==> config.mk <==
export PLATFORM = sky130hd
export DESIGN_NAME = idct4_pipe
export DESIGN_NICKNAME = d
export VERILOG_FILES = /design/src/rtl/idct4_pipe.sv
export SDC_FILE = /design/constraint.sdc
export NUM_CORES = 1
export LEC_CHECK = 0
export CAP_MARGIN = 10
export CORE_ASPECT_RATIO = 0.6
export CORE_MARGIN = 2
export CORE_UTILIZATION = 40
export CTS_CLUSTER_SIZE = 20
export DETAILED_ROUTE_END_ITERATION = 16
export SETUP_SLACK_MARGIN = 0.2
export SLEW_MARGIN = 0
export SYNTH_ARGS = -nofsm -noshare
export SYNTH_HDL_FRONTEND = slang
export SYNTH_SLANG_ARGS = --single-unit
export TNS_END_PERCENT = 5
==> constraint.sdc <==
create_clock -name clk -period 11.9 [get_ports clk]
set_clock_uncertainty 0.1 [all_clocks]
set_input_delay 1.785 -clock clk [delete_from_list [all_inputs] [get_ports clk]]
set_output_delay 1.785 -clock clk [all_outputs]
set_load 0.1 [all_outputs]
==> src/rtl/idct4_pipe.sv <==
// idct4_pipe: three-stage 4-point HEVC inverse butterfly with round, shift and saturation
module idct4_pipe #(
  parameter int WIDTH_Y = 19,
  parameter int WIDTH_X = 10,
  parameter int SHIFT   = 14
) (
  input  logic                      clk,
  input  logic                      rst,
  input  logic                      in_valid,
  output logic                      in_ready,
  input  logic signed [WIDTH_Y-1:0] y0,
  input  logic signed [WIDTH_Y-1:0] y1,
  input  logic signed [WIDTH_Y-1:0] y2,
  input  logic signed [WIDTH_Y-1:0] y3,
  output logic                      out_valid,
  input  logic                      out_ready,
  output logic signed [WIDTH_X-1:0] x0,
  output logic signed [WIDTH_X-1:0] x1,
  output logic signed [WIDTH_X-1:0] x2,
  output logic signed [WIDTH_X-1:0] x3,
  output logic                      sat
);
  localparam int W = WIDTH_Y + 9;
  localparam logic signed [W-1:0] rnd = W'(1) << (SHIFT - 1);
  localparam logic signed [W-1:0] hi = (W'(1) << (WIDTH_X - 1)) - W'(1);
  localparam logic signed [W-1:0] lo = ~hi;
  function automatic logic signed [W-1:0] m83(input logic signed [W-1:0] v);
    return (v <<< 6) + (v <<< 4) + (v <<< 1) + v;
  endfunction
  function automatic logic signed [W-1:0] m36(input logic signed [W-1:0] v);
    return (v <<< 5) + (v <<< 2);
  endfunction
  function automatic logic [WIDTH_X:0] clip(input logic signed [W-1:0] s);
    logic signed [W-1:0] q;
    q = (s + rnd) >>> SHIFT;
    return q > hi ? {1'b1, hi[WIDTH_X-1:0]} : q < lo ? {1'b1, lo[WIDTH_X-1:0]} : {1'b0, q[WIDTH_X-1:0]};
  endfunction
  logic en, v1, v2;
  logic signed [W-1:0] a0, a1, a2, a3, e0, e1, o0, o1;
  logic [WIDTH_X:0] c0, c1, c2, c3;
  assign en = !out_valid || out_ready;
  assign in_ready = en;
  // S1: capture the accepted coefficient set, sign-extended to the internal width
  always_ff @(posedge clk) begin
    if (rst) begin
      v1 <= 1'b0;
      {a0, a1, a2, a3} <= '0;
    end else if (en) begin
      v1 <= in_valid;
      if (in_valid) begin
        a0 <= W'(y0);
        a1 <= W'(y1);
        a2 <= W'(y2);
        a3 <= W'(y3);
      end
    end
  end
  // S2: even/odd partial products using shift-and-add constant multiplies
  always_ff @(posedge clk) begin
    if (rst) begin
      v2 <= 1'b0;
      {e0, e1, o0, o1} <= '0;
    end else if (en) begin
      v2 <= v1;
      e0 <= (a0 + a2) <<< 6;
      e1 <= (a0 - a2) <<< 6;
      o0 <= m83(a1) + m36(a3);
      o1 <= m36(a1) - m83(a3);
    end
  end
  // S3 combinational: butterfly sums followed by round, floor shift and clip
  always_comb begin
    c0 = clip(e0 + o0);
    c1 = clip(e1 + o1);
    c2 = clip(e1 - o1);
    c3 = clip(e0 - o0);
  end
  // S3: output register, held while downstream stalls
  always_ff @(posedge clk) begin
    if (rst) begin
      out_valid <= 1'b0;
      {x0, x1, x2, x3} <= '0;
      sat <= 1'b0;
    end else if (en) begin
      out_valid <= v2;
      x0 <= c0[WIDTH_X-1:0];
      x1 <= c1[WIDTH_X-1:0];
      x2 <= c2[WIDTH_X-1:0];
      x3 <= c3[WIDTH_X-1:0];
      sat <= c0[WIDTH_X] | c1[WIDTH_X] | c2[WIDTH_X] | c3[WIDTH_X];
    end
  end
endmodule

* After elaboration in Yosys (flattened, before gate mapping)
Index checks and enable logic that the tools add are counted.
Operators by class: reduce and logical (&&, ||, !) cells 3, $add $sub $neg 20, bitwise logic cells 3, magnitude comparators 8, mux-type cells 8
Operators with widths (count):
- $add A28 B15 Y28 const B | 4
- $mux W11 | 8
- $add A27 B19 Y28 | 2
- $add A28 B28 Y28 | 2
- $gt A14 B10 Y1 const B | 4
- $lt A14 B10 Y1 const B | 4
- $sub A28 B28 Y28 | 2
- $add A26 B20 Y27 | 2
- $add A25 B23 Y26 | 2
- $add A24 B21 Y25 | 2
- $add A28 B25 Y28 | 1
- $sub A25 B28 Y28 | 1
- $add A19 B19 Y20 | 1
- $sub A19 B19 Y20 | 1
- $or A1 B1 Y1 | 3
- $reduce_and A2 Y1 | 1
- $logic_not A1 Y1 | 1
- $logic_or A1 B1 Y1 | 1
Storage, ports and cells: output and inout port bits 43, bits in registers 220, logic and storage cells 58, input bits 80

* Longest topological paths before layout
Gate-level depths: netlist of the first run.
depth after elaboration 8, gate-level depth with buffers 19, gate-level depth less buffers 19

* Worst setup path after synthesis of the first run
Ideal clock, no wire load.
path kind in2out, start point in out_ready, end point out in_ready, slack 6816 ps, stages 4, path buffers 2, data arrival time 3199 ps, data required time 10015 ps, cells stage by stage nor2b_1 -> inv_1 -> clkbuf_1 -> clkbuf_1
On the way: cells in the longest elaborated chain, start to end 1
Ends and longest elaborated chain:
- start: declaration | line 16 | input logic out_ready,
- $logic_or A1 B1 Y1 | line 41 | assign en = !out_valid || out_ready;
- end: declaration | line 10 | output logic in_ready,
Every way passes these cells.

* Worst setup path after layout of the first run
Same ends and word-level chain as after synthesis.

==> results.yml, run 1 <==
power:
  pwr-share-clk_pct: 16.0
  swShare_pct: 49.7
  powerDensity_nw_per_um2: 222
  power.internal_mw: 2.45
  combPwrFrac_pct: 62.8
  vdd_drop_max_uv: 132
  switching_power_mw: 2.42
  p_leak_nw: 10.4
  seqPwrFrac_pct: 21.2
floorplanning:
  io_pins: 123
  chipWidth_um: 288
  dieArea_um2: 50200
  floorplan.rows: 62
  initial_core_util_pct: 40.5
  die_height_um: 174
  core_area_um2: 47800
drt:
  routed_wl_um: 54100
  via_per_inst: 5.21
  post-route-drc-count: 0
  wl_per_cell_um: 17.7
  postRouteAntennaNets: 0
  firstDrtPassIters: 5
  vias: 15900
  drt_iter0_drc: 1170
timing:
  setup_violations: 0
  fin_crit_ps: 6330
  tightest_slew_ps: 1070
  setup_tns_ps: 0
  drv_slew: 0
  rsz0062_at_grt: "false"
  fmax_ghz: 0.158
  hold_violations: 0
  setup_ws_ps: 5570
  slew_headroom_pct: 28.3
  post-route-period-util_pct: 53.2
yosys:
  synth.distinct_cells: 76
  synthCells: 2325
  synth_edf_count: 0
  synth_nets: 2829
  synth_common_cells: "inv_1 (333), nand2_1 (327), ha_1 (280)"
  async_flop_share_pct: 0
  synth_top_cell_by_area: "dfxtp_1"
  syn_avg_cell_area_um2: 8.31
  netlist_area_um2: 19300
  synth_seq_cells: 215
  yosys.area.top_type_share_pct: 22.3
  synth_ff_type: "dfxtp_1"
  synth.most_common_cell: "inv_1"
  yosysWarnings: 0
  seq_area_frac_synth_pct: 22.3
  synth_area_leaders: "dfxtp_1 (22%), ha_1 (18%), fa_1 (15%)"
finish:
  layout.nets: 2903
  areaGrowthSynthToFinish_pct: 13.3
  antenna_cells: 0
  drive_gt1_share_pct: 3.27
global_routing:
  grt_pass1_wl_um: 85200
  grt_overflow: 0
  grt_usage_pct: 21.5
  antenna_found_initial: 1
  grt_max_degree: 106
  grt_pass1_vias: 15300
worst_setup_path:
  start_kind: "primary input"
  slowest_stage: "clkdlybuf4s50_1"
  arrival_ps: 4440
  crit_path_start: "out_ready"
  cp.required_ps: 10020
  worstSetupPathType: "primary input to output pin"
  cp_max_fo: 68
  end_kind: "output pin"
  r2r_start: "a3[0]"
  critical-path-max-stage-delay_ps: 1250
  cpMostUsedCell: "clkdlybuf4s50_1"
  path_cells: "clkdlybuf4s50_1 -> nor2b_4 -> buf_4 -> inv_4 -> clkdlybuf4s50_1"
hold_path:
  hold_class: "flip-flop to flip-flop"
  min_from: "o0[3]"
clocking:
  cts_tree: "yes"
  root_buffer: "clkbuf_16"
  post_cts_buffers: 0
  path_clk_slew_ps: 60
  worstSkewPairLatency_ps: 560
  cts_made_buffers: 24
  cts_sinks: 215
  cts_hold_buf: 0
  clockBufferDepth: 3
  htree_levels: 1
  cts_resized: 0
placement:
  dp_hpwl_um: 43100
  io_buffers: 122
  preCtsSetupSlack_ps: 5580
  gp_congestion: 0.907
flow_run:
  maxCapViolCount: 0
run_status:
  status: "finished, final reports clean"
==> path summary, 6_finish.rpt <==
kind                   end  slack [ps]  cells past startpoint
setup / recovery  in_ready        5570                      5
hold / removal       o0[3]         350                      2
setup reg to reg    o1[26]        6300                     18
hold reg to reg      o0[3]         350                      2
==> power groups by stage <==
stage               combinational [mW]  sequential (mW)  clock (mW)
CTS                               3.04             1.03       0.800
global placement                  2.97             1.04           0
detailed placement                3.02             1.05           0
global route                      3.36             1.05       0.822
floorplan                         1.85             1.40           0
finish                            3.06             1.03       0.780
==> layer usage <==
layer,track usage (%),vias to the layer above,wire length (um)
met4,3.07,0,706
met3,3.02,46,2780
met1,35.0,7641,29500
li1,-,7871,-
met5,0,-,0
met2,29.7,344,21100
==> state kept, by name, summed over array words and instances, names as in the netlist, 10 cells and up <==
| name | count |
|---|---|
| o1 | 28 |
| x1 | 10 |
| x3 | 10 |
| a3 | 19 |
| e0 | 20 |
| a1 | 19 |
| x0 | 10 |
| e1 | 19 |
| a0 | 19 |
| x2 | 10 |
| o0 | 28 |
| a2 | 19 |
==> cells in the final DEF (no fill, tap or decap), types with 36 or more instances in the layout <==
cell type | synthesis | layout
inv_1 | 333 | 332
nand2_1 | 327 | 326
ha_1 | 280 | 280
a21oi_1 | 268 | 268
dfxtp_1 | 215 | 215
fa_1 | 144 | 144
clkdlybuf4s50_1 | 0 | 121
nor2_1 | 95 | 95
o21ai_0 | 95 | 95
xnor2_1 | 73 | 73
a21o_1 | 40 | 40
xor2_1 | 36 | 36
==> final cells by class <==
class	instances	area, um2
Clock inverter	9	104
Timing Repair Buffer	129	1270
Tap cell	640	801
Inverter	334	1260
Sequential cell	215	4300
Clock buffer	32	692
Multi-Input combinational cell	1695	13500
Fill cell	4759	25900
==> cell families (layout without fill, tap and decap cells) <==
kind of cell	Yosys count	after routing	synth area share (%)
multiplexers	7	7	0.375
AND/OR/NAND/NOR	590	590	13.4
XOR/XNOR	110	110	5.02
adder cells (fa/ha/maj)	424	424	33.0
AO/OA/AOI/OAI	564	564	17.8
buffers and inverters	415	504	8.07
flip-flops	215	215	22.3
==> worst max-delay path: cells and delay by family <==
family | cells | cell delay, ps
buffers and inverters | 4 | 2560
AND/OR/NAND/NOR | 1 | 40
==> metrics by stage <==
step / power [mW] / cells / area [um2] / util [%] / hold slack, ps
after global placement: 4.02 / 3013 / 21100 / 44.2 / 337
after floorplan: 3.25 / 2325 / 19300 / - / 326
final: 4.87 / 3054 / 21900 / 45.8 / 348
after CTS: 4.88 / 3054 / 21900 / 45.8 / 350
after detailed placement: 4.07 / 3013 / 21100 / 44.2 / 341
after global routing: 5.23 / 3054 / 21900 / 45.8 / 366
Power figures use the tool's default switching activity.
==> run 2: changes to the inputs <==
==> constraint.sdc (replaced) <==
create_clock -name clk -period 5.94 [get_ports clk]
set_clock_uncertainty 0.1 [all_clocks]
set_input_delay 0.891 -clock clk [delete_from_list [all_inputs] [get_ports clk]]
set_output_delay 0.891 -clock clk [all_outputs]
set_load 0.1 [all_outputs]
==> run 2 against run 1 <==
Largest cell class unchanged. Non-clock buffer count up 3. Combinational power up 99%. Design area up 0.13%. Utilization up 0.058 points. Sequential power up 100%. Setup slack worse by 5100 ps. Worst hold slack better by 4.5 ps. Wire length down 0.26%. Highest routed layer unchanged. Via count up 0.70%. Critical endpoint is now o1[27].
==> results.yml, run 2 (same netlist as run 1, synthesis figures left out) <==
run_status:
  status: "finished, final reports clean"
clocking:
  worstSkewPairLatency_ps: 560
  path_clk_slew_ps: 60
  cts_tree: "yes"
  post_cts_buffers: 0
  cts_hold_buf: 0
  root_buffer: "clkbuf_16"
  cts_sinks: 215
  htree_levels: 1
  clockBufferDepth: 3
  cts_made_buffers: 25
  cts_resized: 0
worst_setup_path:
  slowest_stage: "fa_1"
  arrival_ps: 5780
  cp_max_fo: 6
  cpLargestDelayFamily: "adder cells"
  cp.required_ps: 6300
  critical-path-max-stage-delay_ps: 560
  critPathBufInv: 3
  worstSetupPathType: "flip-flop to flip-flop"
  path_cells: "inv_1 -> fa_1 -> inv_1 -> fa_1 -> fa_1 -> inv_1 -> ha_1 -> o21a_1 -> o21ai_0 -> a21boi_0 -> a311o_1 -> a2111oi_2 -> nor3_1 -> nor3_1 -> o31ai_1 -> xor2_1 -> a211oi_1"
  end_kind: "flip-flop"
  start_kind: "flip-flop"
placement:
  io_buffers: 122
  gp_congestion: 0.888
  dp_hpwl_um: 43700
drt:
  routed_wl_um: 53900
  drt_iter0_drc: 1039
  post-route-drc-count: 0
  firstDrtPassIters: 5
  via_per_inst: 5.23
  postRouteAntennaNets: 0
  wl_per_cell_um: 17.6
  vias: 16000
global_routing:
  grt_pass1_vias: 15300
  grt_usage_pct: 21.6
  grt_pass1_wl_um: 85900
  antenna_found_initial: 1
  grt_max_degree: 102
  grt_overflow: 0
timing:
  fin_crit_ps: 5420
  tightest_slew_ps: 1060
  drv_slew: 0
  slew_headroom_pct: 29.4
  rsz0062_at_grt: "true"
  fmax_ghz: 0.185
  hold_violations: 0
  setup_violations: 0
  post-route-period-util_pct: 91.2
  setup_tns_ps: 0
  holdWs_ps: 352
finish:
  layout.nets: 2907
  layout_common_cells: "inv_1 (332), nand2_1 (326), ha_1 (280)"
  top_regs: "o0 (28), o1 (28), e0 (20)"
  layout_commonest_cell: "inv_1"
  areaGrowthSynthToFinish_pct: 13.5
  drive_gt1_share_pct: 3.55
  antenna_cells: 0
hold_path:
  hold_class: "flip-flop to flip-flop"
power:
  powerDensity_nw_per_um2: 442
  switching_power_mw: 4.82
  power.internal_mw: 4.87
  p_leak_nw: 10.4
  pwr-share-clk_pct: 16.0
  combPwrFrac_pct: 62.7
  seqPwrFrac_pct: 21.3
  swShare_pct: 49.7
  vdd_drop_max_uv: 247
  total_power_mw: 9.69
floorplanning:
  die_height_um: 174
  core_area_um2: 47800
  floorplan.rows: 62
  initial_core_util_pct: 40.5
  io_pins: 123
  chipWidth_um: 288
  dieArea_um2: 50200
flow_run:
  maxCapViolCount: 0
[run 2: power groups by stage]
stage / sequential [mW] / combinational [mW] / clock [mW]
floorplan: 2.80 / 3.71 / 0
finish: 2.06 / 6.08 / 1.55
global placement: 2.08 / 5.95 / 0
global route: 2.10 / 6.69 / 1.65
detailed placement: 2.09 / 6.01 / 0
CTS: 2.06 / 6.06 / 1.59
[run 2: worst min-delay path, delay by kind of cell, from the launching register on]
family,cells,cell delay (ps)
AOI/OAI and AO/OA,1,50
DFF,1,310
and+or+nand+nor,1,50
[run 2: final cells by class]
type	count	area [um2]
sequential	215	4300
fill	4735	25800
timing repair buffer	132	1300
tap	640	801
inverter	334	1260
clock inverter	15	141
clock buffer	30	654
multi-input combinational	1695	13500
[run 2: path summary, 6_finish.rpt]
| kind | start | to | slack, ps | depth (start not counted) |
|---|---|---|---|---|
| setup / recovery | a3[3] | o1[27] | 520 | 17 |
| hold / removal | o0[3] | o0[3] | 350 | 2 |
| setup reg to reg | a3[3] | o1[27] | 520 | 17 |
| hold reg to reg | o0[3] | o0[3] | 350 | 2 |
[run 2: through the flow]
stage	util, %	instance area (um2)	setup slack [ps]	std cells
2_1_floorplan	-	19300	1060	2325
3_3_place_gp	44.2	21100	532	3016
3_5_place_dp	44.2	21100	457	3016
4_1_cts	45.9	21900	439	3061
5_1_grt	45.9	21900	167	3061
6_report	45.9	21900	521	3061
[run 2: routing by layer]
layer / track usage [%] / wire (um) / vias up
met4: 2.70 / 568 / 0
li1: - / - / 7883
met1: 34.5 / 28400 / 7719
met2: 29.6 / 21200 / 378
met3: 4.80 / 3730 / 33
met5: 0 / 0 / -
==> run 3: changes to the inputs <==
--- a/config.mk
+++ b/config.mk
@@ -5,12 +5,13 @@
 export SDC_FILE = /design/constraint.sdc
 export NUM_CORES = 1
 export LEC_CHECK = 0
-export CAP_MARGIN = 10
+export CAP_MARGIN = 25
 export CORE_ASPECT_RATIO = 0.6
 export CORE_MARGIN = 2
 export CORE_UTILIZATION = 40
 export CTS_CLUSTER_SIZE = 20
 export DETAILED_ROUTE_END_ITERATION = 16
+export PLACE_DENSITY = 0.6
 export SETUP_SLACK_MARGIN = 0.2
 export SLEW_MARGIN = 0
 export SYNTH_ARGS = -nofsm -noshare
==> results of run 3 <==
No change in the layout: final DEF, timing and power equal those of run 2.
